### src/rtl/jtag_tap_pkg.sv
// Shared types and constants for the JTAG TAP model: state encoding, IR width,
// opcode defaults, IDCODE default and the Capture-IR constant.
package jtag_tap_pkg;

    localparam int          TAP_IR_LEN     = 6;
    localparam logic [31:0] TAP_IDCODE_VAL = 32'h0362D093;

    localparam logic [TAP_IR_LEN-1:0] OP_USER1  = 6'h02;
    localparam logic [TAP_IR_LEN-1:0] OP_USER2  = 6'h03;
    localparam logic [TAP_IR_LEN-1:0] OP_USER3  = 6'h22;
    localparam logic [TAP_IR_LEN-1:0] OP_USER4  = 6'h23;
    localparam logic [TAP_IR_LEN-1:0] OP_IDCODE = 6'h09;
    localparam logic [TAP_IR_LEN-1:0] OP_BYPASS = 6'h3F;

    // The two LSBs 01 are what Shift-IR presents first, as 1149.1 requires.
    localparam logic [TAP_IR_LEN-1:0] IR_CAPTURE = 6'b000001;

    // Conventional 1149.1 debug encodings, so a state dump reads like a datasheet.
    typedef enum logic [3:0] {
        ST_EXIT2_DR   = 4'h0,
        ST_EXIT1_DR   = 4'h1,
        ST_SHIFT_DR   = 4'h2,
        ST_PAUSE_DR   = 4'h3,
        ST_SELECT_IR  = 4'h4,
        ST_UPDATE_DR  = 4'h5,
        ST_CAPTURE_DR = 4'h6,
        ST_SELECT_DR  = 4'h7,
        ST_EXIT2_IR   = 4'h8,
        ST_EXIT1_IR   = 4'h9,
        ST_SHIFT_IR   = 4'hA,
        ST_PAUSE_IR   = 4'hB,
        ST_RTI        = 4'hC,
        ST_UPDATE_IR  = 4'hD,
        ST_CAPTURE_IR = 4'hE,
        ST_TLR        = 4'hF
    } tap_state_e;

endpackage

### src/rtl/jtag_tap_fsm.sv
// 16-state 1149.1 TAP controller: state register, TMS next-state logic and
// one-hot style state decodes used by the IR/DR datapath.
module jtag_tap_fsm
    import jtag_tap_pkg::*;
(
    input  logic       i_clk,
    input  logic       i_rst,
    input  logic       i_tms,
    output tap_state_e o_state,
    output logic       o_enter_tlr,
    output logic       o_tlr,
    output logic       o_rti,
    output logic       o_capture_dr,
    output logic       o_shift_dr,
    output logic       o_update_dr,
    output logic       o_capture_ir,
    output logic       o_shift_ir,
    output logic       o_update_ir
);

    tap_state_e r_state;
    tap_state_e w_next;

    always_ff @(posedge i_clk) begin
        if (i_rst) r_state <= ST_TLR;
        else       r_state <= w_next;
    end

    always_comb begin
        w_next = r_state;
        unique case (r_state)
            ST_TLR:        w_next = i_tms ? ST_TLR       : ST_RTI;
            ST_RTI:        w_next = i_tms ? ST_SELECT_DR : ST_RTI;
            ST_SELECT_DR:  w_next = i_tms ? ST_SELECT_IR : ST_CAPTURE_DR;
            ST_CAPTURE_DR: w_next = i_tms ? ST_EXIT1_DR  : ST_SHIFT_DR;
            ST_SHIFT_DR:   w_next = i_tms ? ST_EXIT1_DR  : ST_SHIFT_DR;
            ST_EXIT1_DR:   w_next = i_tms ? ST_UPDATE_DR : ST_PAUSE_DR;
            ST_PAUSE_DR:   w_next = i_tms ? ST_EXIT2_DR  : ST_PAUSE_DR;
            ST_EXIT2_DR:   w_next = i_tms ? ST_UPDATE_DR : ST_SHIFT_DR;
            ST_UPDATE_DR:  w_next = i_tms ? ST_SELECT_DR : ST_RTI;
            ST_SELECT_IR:  w_next = i_tms ? ST_TLR       : ST_CAPTURE_IR;
            ST_CAPTURE_IR: w_next = i_tms ? ST_EXIT1_IR  : ST_SHIFT_IR;
            ST_SHIFT_IR:   w_next = i_tms ? ST_EXIT1_IR  : ST_SHIFT_IR;
            ST_EXIT1_IR:   w_next = i_tms ? ST_UPDATE_IR : ST_PAUSE_IR;
            ST_PAUSE_IR:   w_next = i_tms ? ST_EXIT2_IR  : ST_PAUSE_IR;
            ST_EXIT2_IR:   w_next = i_tms ? ST_UPDATE_IR : ST_SHIFT_IR;
            ST_UPDATE_IR:  w_next = i_tms ? ST_SELECT_DR : ST_RTI;
            default:       w_next = ST_TLR;
        endcase
    end

    // Reset overrides the decodes so strobes are quiet even before the first edge.
    assign o_state      = r_state;
    assign o_enter_tlr  = !i_rst && (w_next == ST_TLR);
    assign o_tlr        = i_rst || (r_state == ST_TLR);
    assign o_rti        = !i_rst && (r_state == ST_RTI);
    assign o_capture_dr = !i_rst && (r_state == ST_CAPTURE_DR);
    assign o_shift_dr   = !i_rst && (r_state == ST_SHIFT_DR);
    assign o_update_dr  = !i_rst && (r_state == ST_UPDATE_DR);
    assign o_capture_ir = !i_rst && (r_state == ST_CAPTURE_IR);
    assign o_shift_ir   = !i_rst && (r_state == ST_SHIFT_IR);
    assign o_update_ir  = !i_rst && (r_state == ST_UPDATE_IR);

endmodule

### config.mk
export PLATFORM = sky130hd
export DESIGN_NAME = jtag_tap_fsm
export DESIGN_NICKNAME = d
export VERILOG_FILES = /design/src/rtl/jtag_tap_pkg.sv /design/src/rtl/jtag_tap_fsm.sv
export SDC_FILE = /design/constraint.sdc
export NUM_CORES = 1
export LEC_CHECK = 0
export BUFFER_PORTS_ARGS = -buffer_cell sky130_fd_sc_hd__buf_2
export CORE_AREA = 2 2 39 41
export DETAILED_ROUTE_END_ITERATION = 8
export DIE_AREA = 0 0 41 43
export HOLD_SLACK_MARGIN = 0.08
export PLACE_DENSITY = 0.46
export SLEW_MARGIN = 0
export SYNTH_ARGS = -nofsm -noshare
export SYNTH_HDL_FRONTEND = slang
export SYNTH_SLANG_ARGS = --single-unit
### constraint.sdc
create_clock -name i_clk -period 1.1 [get_ports i_clk]
set_clock_uncertainty 0.1 [all_clocks]
set_input_delay 0.055 -clock i_clk [delete_from_list [all_inputs] [get_ports i_clk]]
set_output_delay 0.055 -clock i_clk [all_outputs]
set_load 0.05 [all_outputs]
==> results.json, run 1 <==
{
  "start_util_pct": 23.60,
  "cp_max_fo": 3,
  "yosysSeqAreaShare_pct": 24.52,
  "vias": 448,
  "hold_viol": 0,
  "layout-drive-gt1-share_pct": 80.28,
  "timing.final.crit_share_pct": 137.9,
  "drv_slew": 0,
  "setup_violations": 12,
  "crit_type": "reg -> out",
  "die_x_um": 41,
  "slew_headroom_pct": 83.56,
  "final_cells": 87,
  "hpwl_um": 921,
  "holdCritPathClass": "in -> reg",
  "post-route-util_pct": 60.40,
  "critPathLaunchType": "register",
  "drt_iter0_drc": 12,
  "largest_reg_flops": 4,
  "p_total_uw": 1121,
  "antenna_left": 0,
  "fin_ws_ns": -0.4164,
  "io_pins": 16,
  "timing.fmax_ghz": 0.6594,
  "dpl.cell_count": 82,
  "grt_usage_pct": 17.26,
  "synth_flop_cell": "dfxtp_1",
  "cp_data_required_time_ns": 0.94,
  "syn_avg_cell_area_um2": 7.775,
  "end_kind": "primary output",
  "wl_per_cell_um": 14.00,
  "dr.pass1.iters": 4,
  "ys_async_sr_fraction_pct": 0,
  "fillers": 113,
  "layout.nets": 76,
  "antenna_found_initial": 0,
  "vias_per_cell": 5.149,
  "outcome": "complete, but fails checks",
  "cts_sinks": 4,
  "place_congestion": 0.7468,
  "dieArea_mm2": 0.001763,
  "power_density_mw_per_mm2": 1342,
  "final_common_cell": "buf_6",
  "vdd_drop_max_mv": 0.6047,
  "cts_made_buffers": 3,
  "wl_um": 1218,
  "overflow": 0,
  "clk_pin_slew_worst_paths_ns": 0.04,
  "die_h_um": 43,
  "grt_pass1_wl_um": 2076,
  "ys_warn_count": 0,
  "ff_latch_area_um2": 95.09,
  "insertion_delay_ns": 0.23,
  "synth_cell_type_count": 26,
  "finalCriticalPeriod_ns": 1.516,
  "core-area_mm2": 0.001384,
  "antennaDiodeCount": 0,
  "drv_cap": 0,
  "syn_to_final_growth_pct": 155.9,
  "h-tree-depth": 1,
  "p_leak_uw": 0.0003584,
  "layout_common_cells": "14 x buf_6, 7 x buf_4, 5 x clkbuf_4",
  "worstPathArrival_ns": 1.36,
  "synth-edff-count": 0,
  "synth_area_um2": 326.6,
  "grt_max_degree": 12,
  "finalSetupTns_ns": -3.312,
  "rows": 14,
  "tightest_slew_ns": 0.2483,
  "synth_cells": 42,
  "drc": 0,
  "synth_nets": 45,
  "multi_input_area_um2": 352.8,
  "grt_pass1_vias": 465,
  "failed_checks": "negative setup slack",
  "cts-root-buf": "clkbuf_4",
  "ys_seq_elements": 4,
  "clockBufferDepth": 2,
  "cts_tree": "yes",
  "rsz0062_at_grt": "yes",
  "io_buffers": 15
}
==> layout make-up <==
cell class	count	area share, %
clock buffers	3	2.695
flip-flops and latches	4	11.38
inverters	2	1.796
multi-input cells	31	42.22
repair buffers	31	39.52
well taps	16	2.395
==> final timing paths <==
kind	from	cells past startpoint	slack [ns]	endpoint
worst min register to register	o_state[0]	2	0.55	o_state[1]
worst max register to register	o_state[3]	4	-0.17	o_state[3]
worst max-delay path	o_state[3]	3	-0.42	o_enter_tlr
worst min-delay path	i_tms	3	0.11	o_state[1]
==> report_power, final <==
group	leakage (uW)	internal, uW	switching (uW)
Clock	0.0000138	122	58.9
Sequential	0.0000337	173	32.0
Combinational	0.000311	329	406
Total	0.000358	624	497
==> metal layers <==
| metal | share of wire (%) | wire length (um) | vias to the layer above | GRT usage (%) |
|---|---|---|---|---|
| met3 | 2.4 | 29 | 2 | 1.571 |
| met2 | 60 | 732 | 13 | 29.69 |
| met5 | 0 | 0 | - | 0 |
| met1 | 37 | 445 | 218 | 20.92 |
| li1 | - | - | 215 | - |
| met4 | 0.90 | 11 | 0 | 6.000 |
==> cell usage after synthesis (2+ instances only) <==
| library cell | instances | area, um^2 |
|---|---|---|
| nand2_1 | 3 | 11.26 |
| nand3_1 | 2 | 10.01 |
| nor2_1 | 2 | 7.510 |
| nor4_1 | 2 | 12.51 |
| dfxtp_1 | 4 | 80.08 |
| o211ai_1 | 2 | 15.01 |
| nand2b_1 | 2 | 12.51 |
| nor3_1 | 5 | 25.02 |
| buf_4 | 3 | 22.52 |
==> per-stage QoR <==
step / setup slack [ns] / cell area (um^2) / hold WS [ns]
6_report: -0.4164 / 835.8 / 0.1069
5_1_grt: -0.4574 / 835.8 / 0.1316
4_1_cts: -0.4232 / 807.0 / 0.09423
3_5_place_dp: -0.2883 / 686.9 / 0.2993
3_3_place_gp: -0.2712 / 686.9 / 0.2983
2_1_floorplan: -0.4286 / 509.2 / 0.09393
==> cells by family (layout without fill, tap and decap cells) <==
family                 Yosys count  in the layout  share of synthesized area (%)
AO/OA/AOI/OAI                   10             10                          26.82
buffers and inverters            7             36                          13.79
flip-flops                       4              4                          24.52
AND/OR/NAND/NOR                 21             21                          34.87
==> critical path, stage by stage (launching register included) <==
cell and delay (ns):
dfxtp_4 0.34, or3_4 0.39, a211oi_4 0.21, buf_6 0.19
==> timing repair <==
action	CTS	global route
gates resized for setup	25	8
buffers inserted	1	0
endpoints found under the setup margin	15	15
hold buffers	1	0
gates cloned	0	0
endpoints found under the hold margin	1	0
pin swaps	3	3
(Power assumes the default switching activity.)
==> run 2, diff against run 1 <==
- REMOVE_ABC_BUFFERS: not set -> 1
==> run 2 against run 1 <==
Compared with the run above: the run still ends with negative setup slack left; via count fell by 1.3%; sequential power increased by 7%; first-iteration DRC count decreased by 42%; die area stayed put; cell area decreased by 7.9%; clock power rose by 13%; maximum frequency grew 1.5%; global-route usage shrank 2.7 points; non-clock buffer count fell by 2; critical path depth unchanged; critical path type unchanged; count of clock-buffer cells in the layout unchanged; total power is 5.4% lower.
==> results.json, run 2 (same netlist as run 1, synthesis figures left out) <==
{
  "core-area_mm2": 0.001384,
  "p_leak_uw": 0.0003288,
  "cp-startpoint": "o_state[1]",
  "cp_data_required_time_ns": 0.94,
  "layout.nets": 74,
  "rsz0062_at_grt": "yes",
  "setup_violations": 14,
  "dieArea_mm2": 0.001763,
  "drv_cap": 0,
  "overflow": 0,
  "antenna_found_initial": 0,
  "fillers": 127,
  "rows": 14,
  "worstSetupEndpoint": "o_enter_tlr",
  "crit_type": "reg -> out",
  "cp_slowest_cell": "or3_1",
  "insertion_delay_ns": 0.25,
  "holdCritPathClass": "in -> reg",
  "switching_share_pct": 45.54,
  "drt_iter0_drc": 7,
  "vias_per_cell": 5.200,
  "hpwl_um": 715.5,
  "slew_headroom_pct": 80.25,
  "vdd_drop_max_mv": 0.5529,
  "place_congestion": 0.7290,
  "grt_usage_pct": 14.54,
  "final_common_cell": "buf_6",
  "finalSetupTns_ns": -3.353,
  "timing.final.crit_share_pct": 135.8,
  "hold_viol": 0,
  "drv_slew": 0,
  "fin_ws_ns": -0.3941,
  "seqPwrFrac_pct": 20.7,
  "start_util_pct": 23.60,
  "cp_slowest_stage_delay_ns": 0.36,
  "die_x_um": 41,
  "p_comb_share_pct": 60.1,
  "internal_power_uw": 577.6,
  "pwr-share-clk_pct": 19.2,
  "syn_to_final_growth_pct": 135.6,
  "cts_tree": "yes",
  "grt_pass1_wl_um": 1787,
  "layout_common_cells": "17 x buf_6, 6 x buf_4, 3 x clkbuf_4, 3 x buf_8",
  "vias": 442,
  "grt_pass1_vias": 412,
  "end_kind": "primary output",
  "tightest_slew_ns": 0.2963,
  "antennaDiodeCount": 0,
  "r2r_slack_ns": -0.22,
  "finalCriticalPeriod_ns": 1.494,
  "power_density_mw_per_mm2": 1378,
  "crit_chain": "or3_1 -> a211oi_2 -> buf_6",
  "outcome": "complete, but fails checks",
  "drc": 0,
  "reg2reg_depth": 6,
  "cts-root-buf": "clkbuf_4",
  "cts_sinks": 4,
  "cts_made_buffers": 3,
  "wl_um": 1198,
  "worstReg2RegEnd": "o_state[1]",
  "dp_slack_ns": -0.2362,
  "wl_per_cell_um": 14.09,
  "antenna_left": 0,
  "io_pins": 16,
  "cp_max_fo": 4,
  "timing.rr.start": "o_state[0]",
  "die_h_um": 43,
  "h-tree-depth": 1,
  "dr.pass1.iters": 3,
  "critPathLaunchType": "register",
  "worstPathArrival_ns": 1.34,
  "io_buffers": 15,
  "timing.fmax_ghz": 0.6693,
  "clockBufferDepth": 2,
  "clk_pin_slew_worst_paths_ns": 0.04,
  "failed_checks": "negative setup slack",
  "largest_reg_flops": 4,
  "layout-drive-gt1-share_pct": 76.81,
  "grt_max_degree": 9,
  "power.switching_uw": 483.0,
  "hold_ws_ns": 0.06298,
  "p_total_uw": 1061
}
## run 2: layout make-up
class | instances | area [um^2] | area share (%)
inverter | 2 | 10.01 | 1.301
tap | 16 | 20.02 | 2.602
timing repair buffer | 29 | 301.5 | 39.19
sequential | 4 | 90.09 | 11.71
multi-input combinational | 31 | 325.3 | 42.28
clock buffer | 3 | 22.52 | 2.927
## run 2: metrics by stage
stage / instances / area (um^2) / utilization, %
2_1_floorplan: 37 / 289.0 / -
3_3_place_gp: 77 / 451.7 / 32.64
3_5_place_dp: 77 / 451.7 / 32.64
4_1_cts: 85 / 704.4 / 50.90
5_1_grt: 85 / 769.5 / 55.61
6_report: 85 / 769.5 / 55.61
## run 2: timing repair
action / in CTS / in global routing
setup buffers: 4 / 1
endpoints found under the setup margin: 17 / 17
hold endpoints to repair: 2 / 0
gates resized for setup: 51 / 15
pin swaps: 8 / 4
hold buffers: 1 / 0
## run 2: per-layer routing
layer | track usage, % | vias up | wire length, um
li1 | - | 214 | -
met1 | 19.87 | 217 | 536
met2 | 22.19 | 9 | 607
met3 | 1.571 | 2 | 27
met4 | 6.000 | 0 | 27
met5 | 0 | - | 0
## run 2: power groups by stage
stage	registers, uW	logic (uW)	clock network (uW)
6_report	220	637	204
5_1_grt	223	671	211
4_1_cts	211	584	189
3_5_place_dp	196	415	0
3_3_place_gp	194	418	0
2_1_floorplan	291	179	0
## run 2: worst min-delay path by stage
stage,from,end,slack [ns],depth (start not counted)
final,i_tms,o_state[3],0.06,3
after global routing,i_tms,o_state[3],0.09,3
after CTS,i_tms,o_state[3],0.09,3
after detailed placement,i_tms,o_state[0],0.27,2
after global placement,i_tms,o_state[0],0.28,2
after floorplan,i_rst,o_state[2],0.05,1
## run 2: critical path: cells and delay by family, from the launching register on
kind / cells / cell delay, ns
buffers and inverters: 1 / 0.19
DFF: 1 / 0.34
and+or+nand+nor: 1 / 0.36
AOI/OAI and AO/OA: 1 / 0.21
==> run 3, diff against run 2 <==
- CORE_AREA: 2 2 39 41 -> 3 3 40 42
- DIE_AREA: 0 0 41 43 -> 0 0 43 45
==> run 3 against run 2 <==
Compared with the run above: the run still ends with negative setup slack left; sequential cell count is the same; largest cell class unchanged; cell area is the same; critical endpoint unchanged; worst hold slack gained 0.046 ns; die area grew 9.8%; critical path depth is the same; register-to-register slack gained 0.08 ns; clock power shrank 3%; core utilization grew 4.3 points; total power grew 2.7%; first-iteration DRC count shrank 43%; global-route usage shrank 0.48 points.
==> results.json, run 3 (same netlist as run 1, synthesis figures left out) <==
{
  "final_cell_area_um2": 769.5,
  "vias_per_cell": 5.379,
  "cts_tree": "yes",
  "p_leak_uw": 0.0003153,
  "min_to": "o_state[1]",
  "setup_violations": 13,
  "layout.nets": 77,
  "cp_data_required_time_ns": 0.94,
  "hold_viol": 0,
  "grt_usage_pct": 14.06,
  "outcome": "complete, but fails checks",
  "rows": 13,
  "power_density_mw_per_mm2": 1416,
  "failed_checks": "negative setup slack",
  "min_from": "i_tms",
  "cts_made_buffers": 3,
  "start_util_pct": 25.41,
  "io_pins": 16,
  "overflow": 0,
  "die_x_um": 43,
  "cts_sinks": 4,
  "worstPathArrival_ns": 1.38,
  "timing.final.crit_share_pct": 139.4,
  "syn_to_final_growth_pct": 135.6,
  "end_kind": "primary output",
  "fillers": 109,
  "drt_iter0_drc": 4,
  "clockBufferDepth": 2,
  "clk_pin_slew_worst_paths_ns": 0.04,
  "hpwl_um": 793.5,
  "grt_pass1_wl_um": 2007,
  "post-route-util_pct": 59.88,
  "crit_type": "reg -> out",
  "vdd_drop_max_mv": 0.5342,
  "antennaDiodeCount": 0,
  "antenna_left": 0,
  "cts-root-buf": "clkbuf_4",
  "wl_um": 1304,
  "layout_common_cells": "14 x buf_6, 12 x buf_4, 3 x clkbuf_4, 3 x buf_2",
  "rsz0062_at_grt": "yes",
  "dieArea_mm2": 0.001935,
  "cp-startpoint": "o_state[1]",
  "tightest_slew_ns": 0.2474,
  "drv_slew": 0,
  "critPathLaunchType": "register",
  "grtUsageMet3_pct": 3.187,
  "fin_ws_ns": -0.4333,
  "place_congestion": 0.7452,
  "gr-max-usage-layer": "met2",
  "timing.rr.start": "o_state[3]",
  "die_h_um": 45,
  "antenna_found_initial": 0,
  "drv_cap": 0,
  "drc": 0,
  "holdCritPathClass": "in -> reg",
  "whs_path_depth": 3,
  "timing.fmax_ghz": 0.6522,
  "grt_use_met2_pct": 22.75,
  "largest_reg_flops": 4,
  "core-area_mm2": 0.001285,
  "grtUsageMet1_pct": 16.11,
  "finalCriticalPeriod_ns": 1.533,
  "placed_cell_area_um2": 457.9,
  "reg2reg_depth": 5,
  "insertion_delay_ns": 0.25,
  "grt_max_degree": 8,
  "h-tree-depth": 1,
  "layout-drive-gt1-share_pct": 81.94,
  "worstReg2RegEnd": "o_state[0]",
  "vias": 468,
  "grt_pass1_vias": 457,
  "p_total_uw": 1089,
  "wl_per_cell_um": 14.99,
  "io_buffers": 15,
  "final_common_cell": "buf_6",
  "dr.pass1.iters": 3,
  "slew_headroom_pct": 83.62,
  "r2r_slack_ns": -0.14,
  "cp_max_fo": 4,
  "dp_slack_ns": -0.2713
}
[run 3: how the worst max path moves through the flow]
stage                               to  slack, ns
after global placement     o_enter_tlr      -0.22
final                      o_enter_tlr      -0.43
after global routing      o_capture_dr      -0.48
after detailed placement   o_enter_tlr      -0.27
after CTS                  o_enter_tlr      -0.42
after floorplan             o_shift_ir      -1.69
[run 3: repair_timing]
action | in CTS | in global routing
pin swaps | 13 | 7
endpoints found under the setup margin | 17 | 15
hold endpoints to repair | 1 | 0
cloned | 0 | 0
setup buffers | 7 | 2
hold buffers | 1 | 0
gates resized for setup | 45 | 19
[run 3: cell type report]
type	instances	area [um^2]	area share (%)
multi-input combinational	31	325.3	42.28
tap	15	18.77	2.439
clock buffer	3	22.52	2.927
timing repair buffer	32	302.8	39.35
inverter	2	10.01	1.301
sequential	4	90.09	11.71
[run 3: critical path, cell delays in order (launching register included)]
cell and delay (ns):
dfxtp_2 0.33, or3_4 0.39, a211oi_4 0.22, buf_6 0.19
[run 3: through the flow]
stage | instances | hold slack, ns | setup TNS, ns
after detailed placement | 77 | 0.2740 | -1.527
after global placement | 77 | 0.2753 | -1.493
after global routing | 87 | 0.1165 | -3.851
after floorplan | 37 | 0.05487 | -11.90
after CTS | 88 | 0.08419 | -3.259
final | 87 | 0.1090 | -3.245
[run 3: report_power, final]
group	internal, uW	switching (uW)	total, uW
clock	123	74.0	197
combinational	310	372	682
sequential	173	37.6	210
total	605	484	1090
[run 3: routing by layer]
| metal | up-vias | wire length, um |
|---|---|---|
| met4 | 0 | 36 |
| li1 | 220 | - |
| met3 | 4 | 75 |
| met1 | 229 | 540 |
| met5 | - | 0 |
| met2 | 15 | 652 |
